### src/rtl/demux1to16_tdm.sv
// demux1to16_tdm: TDM 1:16 lane demux; ports clk, rst_n (async low), in/in_valid/sync serial side, out/out_valid/sel/locked/frame_err parallel side, err_cnt when DEMUX_ERRCNT_EN
module demux1to16_tdm #(
  parameter int WIDTH = 1
) (
  input  logic                  clk,
  input  logic                  rst_n,
  input  logic [WIDTH-1:0]      in,
  input  logic                  in_valid,
  input  logic                  sync,
  output logic [16*WIDTH-1:0]   out,
  output logic                  out_valid,
  output logic [3:0]            sel,
  output logic                  locked,
`ifdef DEMUX_ERRCNT_EN
  output logic [7:0]            err_cnt,
`endif
  output logic                  frame_err
);
  typedef enum logic {HUNT, RUN} state_t;
  state_t state, state_n;
  logic [3:0] sel_n, wsel;
  logic take, pub, restart;
  logic [15*WIDTH-1:0] shadow;
  always_comb begin
    wsel    = sync ? 4'd0 : sel;
    take    = in_valid && (state == RUN || sync);
    pub     = take && wsel == 4'd15;
    restart = in_valid && sync && state == RUN && sel != 4'd0;
    sel_n   = take ? wsel + 4'd1 : sel;
    state_n = (in_valid && sync) ? RUN : state;
  end
  always_ff @(posedge clk or negedge rst_n) begin
    if (!rst_n) begin
      state     <= HUNT;
      sel       <= 4'd0;
      shadow    <= '0;
      out       <= '0;
      out_valid <= 1'b0;
      frame_err <= 1'b0;
    end else begin
      state     <= state_n;
      sel       <= sel_n;
      out_valid <= pub;
      frame_err <= restart;
      if (pub) out <= {in, shadow};
      for (int k = 0; k < 15; k++)
        if (take && wsel == 4'(k)) shadow[k*WIDTH +: WIDTH] <= in;
    end
  end
`ifdef DEMUX_ERRCNT_EN
  always_ff @(posedge clk or negedge rst_n) begin
    if (!rst_n) err_cnt <= 8'd0;
    else if (restart && err_cnt != 8'hFF) err_cnt <= err_cnt + 8'd1;
  end
`endif
  assign locked = state == RUN;
endmodule
### config.mk
export PLATFORM = sky130hd
export DESIGN_NAME = demux1to16_tdm
export DESIGN_NICKNAME = d
export VERILOG_FILES = /design/src/rtl/demux1to16_tdm.sv
export SDC_FILE = /design/constraint.sdc
export NUM_CORES = 1
export LEC_CHECK = 0
export BUFFER_PORTS_ARGS = -buffer_cell sky130_fd_sc_hd__buf_2
export CORE_MARGIN = 1
export CORE_UTILIZATION = 50
export DETAILED_ROUTE_END_ITERATION = 12
export GPL_TIMING_DRIVEN = 0
export PLACE_DENSITY = 0.75
export SYNTH_ARGS = -nofsm -noshare
export SYNTH_HDL_FRONTEND = slang
export SYNTH_SLANG_ARGS = --single-unit
export TNS_END_PERCENT = 1
### constraint.sdc
create_clock -name clk -period 1.6 [get_ports clk]
set_clock_uncertainty 0.05 [all_clocks]
set_input_delay 0.32 -clock clk [delete_from_list [all_inputs] [get_ports clk]]
set_output_delay 0.32 -clock clk [all_outputs]
set_load 0.02 [all_outputs]
**Yosys cells after proc, flatten, opt, wreduce, memory -nomap -nowiden**

Cells that the tools add are included.

- Bits in registers: 38
- Bits of input ports: 5
- Output and inout bits: 23
- Logic and storage cells: 60

- Add/subtract/negate cells: 1
- Equal/unequal tests: 15
- Multiplexer cells: 1
- Reductions and logical operators: 23

Operators by type and width:

| operator | number |
|---|---|
| equality test 4 bit (second input constant) | 8 |
| logical AND 1 bit | 20 |
| equality test 4 x 3 -> 1 bit (second input constant) | 4 |
| equality test 4 x 2 -> 1 bit (second input constant) | 2 |
| adder 4 x 1 -> 4 bit (second input constant) | 1 |
| equality test 4 x 1 -> 1 bit (second input constant) | 1 |
| zero test 4 bit | 1 |
| two-way mux 4 bit | 1 |
| nonzero test 4 bit | 1 |
| logical OR 1 bit | 1 |

**Logic depth before layout (Yosys ltp)**

Gate-level depths: netlist (run 1).

- Depth after elaboration: 3
- Mapped depth: 5
- Mapped depth without buffers: 3

**Least setup slack after synthesis (run 1)**

OpenSTA, ideal clock, no wires.

- Path kind: reg-to-reg
- Start: register sel[3]
- End: register shadow[10]
- Library setup time: 0.125 ns
- Arrival time: 1.460 ns
- Required time: 1.425 ns
- Path slack: -0.035 ns
- Stages on the path, launching flop included: 5
- Path buffers: 1
- Period minus slack after synthesis: 1.635 ns
- Cells stage by stage: dfrtp_1 -> buf_2 -> or3b_1 -> nor2_1 -> mux2_2

- Longest elaborated chain between the ends: 3

Ends and longest elaborated chain:

| item | RTL line | RTL |
|---|---|---|
| start, declared | 12 | `output logic [3:0] sel,` |
| start signal, assigned | 42 | `sel <= sel_n;` |
| two-way mux 4 bit | 25 | `wsel = sync ? 4'd0 : sel;` |
| equality test 4 bit | 47 | `if (take && wsel == 4'(k)) shadow[k*WIDTH +: WIDTH] <= in;` |
| logical AND 1 bit | 47 |  |
| end signal, assigned by index | 47 |  |
| end, declared | 23 | `logic [15*WIDTH-1:0] shadow;` |

Every way passes these cells.
A chain may end at the register's enable or synchronous reset.

**Worst setup path after layout (run 1)**

- Start: register sel[3]
- End: register shadow[6]

- Longest elaborated chain between the ends: 3

Ends and longest elaborated chain:

| item | RTL line |
|---|---|
| two-way mux 4 bit | 25 |
| equality test 4 x 3 -> 1 bit | 47 |
| logical AND 1 bit | 47 |

Every way passes these cells.

==> summary.md, run 1 <==
| Metric | Value |
|---|---|
| Status | complete, no violations |
| Vias per std cell | 5.146 |
| Initial antenna violation count | 0 |
| Worst setup slack after layout | 0.02504 ns |
| Total CTS buffers | 5 |
| Worst path arrival time | 1.75 ns |
| Root buffer cell | clkbuf_4 |
| Final Hold Viols | 0 |
| Worst min-delay path class | in2async |
| WP data required | 1.78 ns |
| Clk slew on worst S/H paths | 0.12 ns |
| Wire per inst | 14.04 um |
| CP Class | reg2reg |
| Peak supply drop | 0.6480 mV |
| Iteration-0 DRC Markers | 12 |
| Die ar. | 3700 um^2 |
| Routability congestion estimate | 0.8667 |
| Num ports | 28 |
| Routed via count | 1,055 |
| Die Y | 60.83 um |
| Leak | 1.070 nW |
| Netlist cell types | 36 |
| Most common cell after layout, fill and taps aside | dfrtp_1 |
| Worst skew pair latency | 0.33 ns |
| Maximum root-to-sink buffer count | 2 |
| Placement Setup Slack | -0.02417 ns |
| GRT Total Usage | 17.68% |
| CP Capture Type | register |
| Most frequent cells in the layout | dfrtp_1 (37), buf_2 (28), mux2_2 (17) |
| Fillcell total | 264 |
| FF+latch count, synth | 38 |
| Sequential share of the synthesized area | 54.95% |
| Synth Instances | 123 |
| Reg2Reg Depth | 4 |
| DP HPWL | 2060 um |
| Clock Sinks | 38 |
| Core area | 3178 um^2 |
| Cell row count | 20 |
| RSZ-0062 raised after global routing | yes |
| WL final | 2879 um |
| Max Cap Viol | 0 |
| Fmax achieved | 634.9 MHz |
| TritonCTS clock tree | yes |
| Port bufs | 27 |
| Slew Limit Fails | 0 |
| # H-tree levels | 2 |
| Final ANT Viol Nets | 0 |
| Synth warn | 0 |
| Average size of a mapped cell | 14.07 um^2 |
| Fin nets | 165 |
| PwrDens | 986.2 nW/um^2 |
| First-pass GRT wire length | 4747 um |
| Grt ovf | 0 |
| Ant. Diodes | 0 |
| Vias in the first global route | 1,034 |
| Finished Layout Cells | 205 |
| Starting density of the core | 54.45% |
| DRC Markers | 0 |
| Max-Slew Margin vs Limit | 46.37% |
| Syn Std Cell Area | 1730 um^2 |
| Largest net degree at the start of global routing | 39 |
| Layout area overhead | 18.08% |
| Final min period | 1.575 ns |
| Syn nets | 128 |
| Worst Tran Pin Value | 0.8044 ns |
| CP max FO | 10 |
| CP startpoint kind | register |
| DRT Pass-1 Iters | 4 |
| Share of layout cells above drive strength 1 | 48.45% |
| Die W | 60.83 um |
| Placed Cells | 194 |
| Setup violations, final | 0 |
| Fin crit share | 98.43% |
power by group:
| group | total [mW] | internal (mW) | switching [mW] |
|---|---|---|---|
| Clock | 0.512 | 0.211 | 0.301 |
| Combinational | 0.374 | 0.182 | 0.192 |
| Sequential | 1.13 | 1.07 | 0.0608 |
| Total | 2.01 | 1.46 | 0.553 |
worst max-delay path, cell delays in order (launching register included):
cell,delay (ns)
dfrtp_1,0.39
buf_4,0.18
or3b_4,0.41
nor2_2,0.11
mux2_2,0.34
through the flow:
stage | hold WS [ns] | utilization (%) | area [um^2] | power (mW) | TNS (ns)
CTS | 0.04030 | 63.03 | 2003 | 2.038 | 0
detailed placement | 0.4188 | 60.55 | 1924 | 1.506 | -0.1101
global placement | 0.4000 | 60.55 | 1924 | 1.486 | 0
finish | 0.01633 | 64.29 | 2043 | 2.015 | 0
floorplan | -0.02559 | - | 1734 | 1.399 | -0.1760
global route | 0.08098 | 64.29 | 2043 | 2.127 | -0.08159
routing by layer:
layer,wire [um],track usage (%)
met5,0,0
met4,18,7.792
met3,127,4.264
met1,1312,22.97
met2,1421,28.26
final timing paths:
check / start / end / slack (ns)
min in group clk: in / shadow[3] / 0.25
max reg2reg: sel[3] / shadow[6] / 0.03
max: sel[3] / shadow[6] / 0.03
max in group asynchronous: rst_n / sel[2] / 0.93
min: rst_n / out[12] / 0.02
min reg2reg: out[13] / out[13] / 0.44
cell usage after synthesis:
master | n | share of area [%]
nand2_1 | 7 | 1.5
and4bb_4 | 1 | 0.94
nor4_1 | 1 | 0.36
or3b_1 | 2 | 1.0
nand4_4 | 1 | 1.2
a21o_1 | 1 | 0.43
o22a_1 | 1 | 0.51
nand3_1 | 2 | 0.58
o21ai_0 | 1 | 0.29
nand4b_4 | 1 | 1.4
xor2_1 | 1 | 0.51
mux2_2 | 17 | 11
a41oi_1 | 1 | 0.51
o41ai_1 | 1 | 0.51
mux2_4 | 2 | 1.7
nor2_1 | 7 | 1.5
a22oi_2 | 1 | 0.72
buf_2 | 2 | 0.58
o21a_1 | 1 | 0.43
buf_4 | 1 | 0.43
inv_1 | 1 | 0.22
o22ai_1 | 1 | 0.36
dfrtp_1 | 38 | 55
nand4_1 | 1 | 0.36
o2bb2ai_1 | 1 | 0.51
nor3_1 | 2 | 0.58
buf_6 | 5 | 3.3
mux2_1 | 12 | 7.8
nor2_8 | 1 | 1.2
and4b_1 | 1 | 0.58
nand3b_4 | 1 | 1.2
nor3b_1 | 2 | 0.87
nor2b_4 | 1 | 0.80
a21oi_1 | 2 | 0.58
nor2b_1 | 1 | 0.36
clkbuf_1 | 1 | 0.22
layout make-up:
cell class	count	area, um^2	share of cell area [%]
sequential	38	952.2	46.60
multi-input combinational	75	710.7	34.78
timing repair buffer	30	170.2	8.328
buffer	9	87.58	4.287
tap	44	55.05	2.694
clock buffer	6	51.30	2.511
clock inverter	2	12.51	0.6124
inverter	1	3.754	0.1837
what timing repair did:
action,4_1_cts,5_1_grt
hold buffers,0,0
pin swaps,2,2
endpoints found under the setup margin,11,14
cloned,0,0
setup buffers,1,2
gates resized for setup,2,5
cell families after synthesis:
group	after synthesis	share of synthesized area (%)
multiplexers	31	20.61
buffers and inverters	10	4.699
XOR/XNOR	1	0.5062
AO/OA/AOI/OAI	11	4.845
AND/OR/NAND/NOR	32	14.39
flip-flops	38	54.95
sequential cells by signal, indices dropped and copies added (netlist names):
signal and cells:
locked 1, frame_err 1, sel 4, shadow 15, out 16, out_valid 1
Power figures use the tool's default switching activity.
==> run 2: changes to the inputs <==
PLACE_DENSITY = not set   (was 0.75)
PLACE_DENSITY_LB_ADDON = 0.3   (was not set)
REMOVE_ABC_BUFFERS = 1   (was not set)
==> run 2 against run 1 <==
  * Register-to-register slack improved by 0.05 ns
  * Critical path depth did not move
  * Setup slack improved by 0.047 ns
  * Combinational power fell by 28%
  * Utilization fell by 3.0 points
  * Critical endpoint is now out[2]
  * Largest cell class unchanged
  * Highest routed layer unchanged
==> summary.md, run 2 (synthesis results as in run 1) <==
| Metric | Value |
|---|---|
| Core area | 3178 um^2 |
| Most common cell after layout, fill and taps aside | dfrtp_1 |
| Routability congestion estimate | 0.7687 |
| Worst Tran Pin Value | 0.7903 ns |
| Max Cap Viol | 0 |
| CP startpoint kind | register |
| Routed via count | 1,027 |
| Share of layout cells above drive strength 1 | 44.37% |
| Die ar. | 3700 um^2 |
| Post-Route Utilization | 61.34% |
| DRT Pass-1 Iters | 4 |
| Worst skew pair latency | 0.32 ns |
| DP HPWL | 1676 um |
| TritonCTS clock tree | yes |
| CP Capture Type | register |
| Most frequent cells in the layout | dfrtp_1 (33), buf_2 (27), mux2_2 (17) |
| Initial antenna violation count | 0 |
| CP Class | reg2reg |
| Num ports | 28 |
| Ant. Diodes | 0 |
| Die Y | 60.83 um |
| WL final | 2558 um |
| Slew Limit Fails | 0 |
| First-pass GRT wire length | 4360 um |
| Clk slew on worst S/H paths | 0.11 ns |
| Grt ovf | 0 |
| Largest net degree at the start of global routing | 39 |
| # H-tree levels | 2 |
| Biggest register | out |
| WP data required | 1.77 ns |
| Leak | 1.010 nW |
| Total CTS buffers | 5 |
| Fmax achieved | 654.3 MHz |
| Starting density of the core | 54.45% |
| Die W | 60.83 um |
| CP max FO | 12 |
| Worst path arrival time | 1.69 ns |
| Clock Sinks | 38 |
| Max FFs per register | 16 |
| Fin nets | 155 |
| Final hold slack | 0.01637 ns |
| GRT Total Usage | 16.57% |
| Iteration-0 DRC Markers | 23 |
| Placed Cells | 185 |
| Cell row count | 20 |
| Final Hold Viols | 0 |
| DRC Markers | 0 |
| Design Power | 1.943 mW |
| Reg2Reg Depth | 4 |
| Final min period | 1.528 ns |
| Maximum root-to-sink buffer count | 2 |
| Port bufs | 27 |
| Vias in the first global route | 931 |
| Worst min-delay path class | in2async |
| Finished Layout Cells | 195 |
| Total Neg Setup Slack | 0 ns |
| Final ANT Viol Nets | 0 |
| RSZ-0062 raised after global routing | yes |
| Vias per std cell | 5.267 |
| Wire per inst | 13.12 um |
| Setup violations, final | 0 |
| Fillcell total | 278 |
| Fin crit share | 95.53% |
| Root buffer cell | clkbuf_4 |
| Status | complete, no violations |
| Max-Slew Margin vs Limit | 47.31% |
| Largest registers | out x16, shadow x15, sel x4 |
| Peak supply drop | 0.6371 mV |
| CTS Hold Bufs | 0 |
| Layout area overhead | 12.65% |
| PwrDens | 997.0 nW/um^2 |
run 2: per-layer routing:
layer  GRT usage [%]  share of wire (%)
met1           21.42                 48
met2           25.43                 47
met3           3.838                3.6
met4           10.06                2.1
met5               0                  0
run 2: what timing repair did:
item,4_1_cts,5_1_grt
resized for setup,5,0
endpoints found under the hold margin,0,0
pin swaps,1,2
setup buffers,0,2
endpoints found under the setup margin,18,16
run 2: final cells by class:
cell class | count | area [um^2] | share of cell area, %
Clock buffer | 7 | 55.05 | 2.824
Sequential cell | 38 | 957.2 | 49.10
Timing Repair Buffer | 29 | 175.2 | 8.986
Inverter | 1 | 3.754 | 0.1926
Tap cell | 44 | 55.05 | 2.824
Multi-Input combinational cell | 75 | 698.2 | 35.82
Clock inverter | 1 | 5.005 | 0.2567
run 2: metrics by stage:
stage	cell area (um^2)	setup slack, ns
2_1_floorplan	1653	-0.07733
3_3_place_gp	1843	-0.09140
3_5_place_dp	1843	-0.1271
4_1_cts	1909	0.02087
5_1_grt	1949	-0.01987
6_report	1949	0.07156
run 2: worst paths after layout:
check | slack [ns] | end | startpoint
max | 0.07 | out[2] | locked
min | 0.02 | out[4] | rst_n
max reg2reg | 0.07 | out[2] | locked
min reg2reg | 0.43 | out[12] | out[12]
max in group asynchronous | 0.93 | sel[2] | rst_n
min in group clk | 0.31 | frame_err | in_valid
run 2: worst max-delay path: stages, from the launching register on:
cell and delay (ns):
dfrtp_2 0.53, nand4_4 0.20, nor2_8 0.18, buf_12 0.14, mux2_1 0.32
run 2: power breakdown:
| group | internal [mW] | switching (mW) | leakage, nW |
|---|---|---|---|
| sequential | 1.07 | 0.102 | 0.504 |
| clock | 0.213 | 0.289 | 0.0353 |
| combinational | 0.140 | 0.130 | 0.471 |
| total | 1.42 | 0.521 | 1.01 |
==> run 3: changes to the inputs <==
PLACE_DENSITY = 0.77   (was not set)
PLACE_DENSITY_LB_ADDON = not set   (was 0.3)
==> run 3 against run 2 <==
  * Non-clock buffer count did not move
  * Setup slack got worse by 0.017 ns
  * Die area did not move
  * Fmax fell by 1.1%
  * First-iteration DRC count fell by 39%
  * Clock-buffer cell count fell by 1
  * Wire length rose by 6.4%
  * Highest routed layer unchanged
==> summary.md, run 3 (synthesis results as in run 1) <==
| Metric | Value |
|---|---|
| Status | complete, no violations |
| Wire per inst | 14.03 um |
| CTS Hold Bufs | 0 |
| Worst path cell trace | or3b_1, nor2_1, mux2_2 |
| Routability congestion estimate | 0.8215 |
| Starting density of the core | 54.45% |
| Worst setup slack after layout | 0.05428 ns |
| CP startpoint kind | register |
| Placement Setup Slack | -0.1213 ns |
| DRT Pass-1 Iters | 3 |
| Seq. cell area | 957.2 um^2 |
| Vias per std cell | 5.309 |
| Peak supply drop | 0.6217 mV |
| Leak | 1.018 nW |
| Cell row count | 20 |
| Max Cap Viol | 0 |
| Slowest cell on the critical path | dfrtp_2 |
| CP Capture Type | register |
| Grt ovf | 0 |
| PwrDens | 1077 nW/um^2 |
| CP Class | reg2reg |
| Total CTS buffers | 5 |
| Fmax achieved | 646.9 MHz |
| Worst min-delay path class | in2async |
| Max-Slew Margin vs Limit | 45.51% |
| DRC Markers | 0 |
| Max FFs per register | 16 |
| Final min period | 1.546 ns |
| Routed via count | 1,030 |
| Port bufs | 27 |
| Worst Tran Pin Value | 0.8174 ns |
| Ant. Diodes | 0 |
| Core area | 3178 um^2 |
| Final Hold Viols | 0 |
| Final Cell Area | 1958 um^2 |
| Root buffer cell | clkbuf_4 |
| Num ports | 28 |
| Worst path arrival time | 1.73 ns |
| WP data required | 1.79 ns |
| CP max FO | 13 |
| Iteration-0 DRC Markers | 14 |
| Biggest register | out |
| TritonCTS clock tree | yes |
| Area after DPL | 1843 um^2 |
| Layout area overhead | 13.16% |
| Share of layout cells above drive strength 1 | 44.67% |
| Clock Sinks | 38 |
| Worst skew pair latency | 0.34 ns |
| Largest registers | out x16, shadow x15, sel x4 |
| Slew Limit Fails | 0 |
| Fillcell total | 273 |
| Fin crit share | 96.61% |
| Maximum root-to-sink buffer count | 2 |
| Most frequent cells in the layout | dfrtp_1 (33), buf_2 (27), mux2_2 (17) |
| Die Y | 60.83 um |
| # H-tree levels | 2 |
| RSZ-0062 raised after global routing | yes |
| WL final | 2721 um |
| Most common cell after layout, fill and taps aside | dfrtp_1 |
| Multi-input gate area | 698.2 um^2 |
| Largest net degree at the start of global routing | 39 |
| Final ANT Viol Nets | 0 |
| Max incr delay on CP | 0.53 ns |
| Vias in the first global route | 982 |
| Setup violations, final | 0 |
| First-pass GRT wire length | 4491 um |
| Initial antenna violation count | 0 |
| DP HPWL | 1779 um |
| Fin nets | 155 |
| Die ar. | 3700 um^2 |
| Clk slew on worst S/H paths | 0.11 ns |
| GRT Total Usage | 17.42% |
| Die W | 60.83 um |
==> run 3: metrics by stage <==
step | power (mW) | TNS (ns) | utilization [%] | hold WS [ns] | std cells
after global routing | 2.214 | -0.007652 | 61.61 | 0.04686 | 194
final | 2.109 | 0 | 61.61 | 0.01234 | 194
after CTS | 2.134 | 0 | 60.75 | 0.02175 | 192
after global placement | 1.446 | -1.233 | 57.99 | 0.3980 | 185
after detailed placement | 1.466 | -1.899 | 57.99 | 0.4076 | 185
after floorplan | 1.356 | -1.150 | - | -0.02559 | 114
==> run 3: final timing paths <==
check,startpoint,to,slack (ns),depth (start not counted)
hold reg to reg,out[12],out[12],0.44,1
hold / removal,rst_n,sel[2],0.01,1
setup reg to reg,sel[2],shadow[6],0.05,3
max in group asynchronous,rst_n,sel[3],0.93,1
setup / recovery,sel[2],shadow[6],0.05,3
min in group clk,sync,sel[2],0.29,2
==> run 3: repair_timing <==
item | in CTS | in global routing
resized for setup | 5 | 0
endpoints found under the setup margin | 22 | 17
pin swaps | 0 | 1
setup buffers | 0 | 2
==> run 3: routing by layer <==
metal | vias to the layer above | GRT usage [%] | share of wire (%) | wire length [um]
met4 | 0 | 6.818 | 1.5 | 42
met2 | 24 | 29.83 | 50 | 1360
met3 | 4 | 6.397 | 4.4 | 120
li1 | 492 | - | - | -
met5 | - | 0 | 0 | 0
met1 | 510 | 19.86 | 44 | 1198
==> run 3: report_power, final <==
| part | leakage (nW) | internal, mW | total, mW | switching [mW] |
|---|---|---|---|---|
| clock | 0.0443 | 0.364 | 0.662 | 0.299 |
| sequential | 0.504 | 1.07 | 1.17 | 0.103 |
| combinational | 0.470 | 0.139 | 0.274 | 0.135 |
| total | 1.02 | 1.57 | 2.11 | 0.537 |
==> run 3: cell type report <==
type	count	area share, %
flip-flops and latches	38	48.88
multi-input cells	75	35.65
repair buffers	29	8.307
well taps	44	2.811
clock buffers	6	2.620
clock inverters	1	1.534
inverters	1	0.1917
==> run 3: critical path, delay by kind of cell (launching register included) <==
kind	cells	cell delay, ns
DFF	1	0.53
muxes	1	0.34
and+or+nand+nor	2	0.51
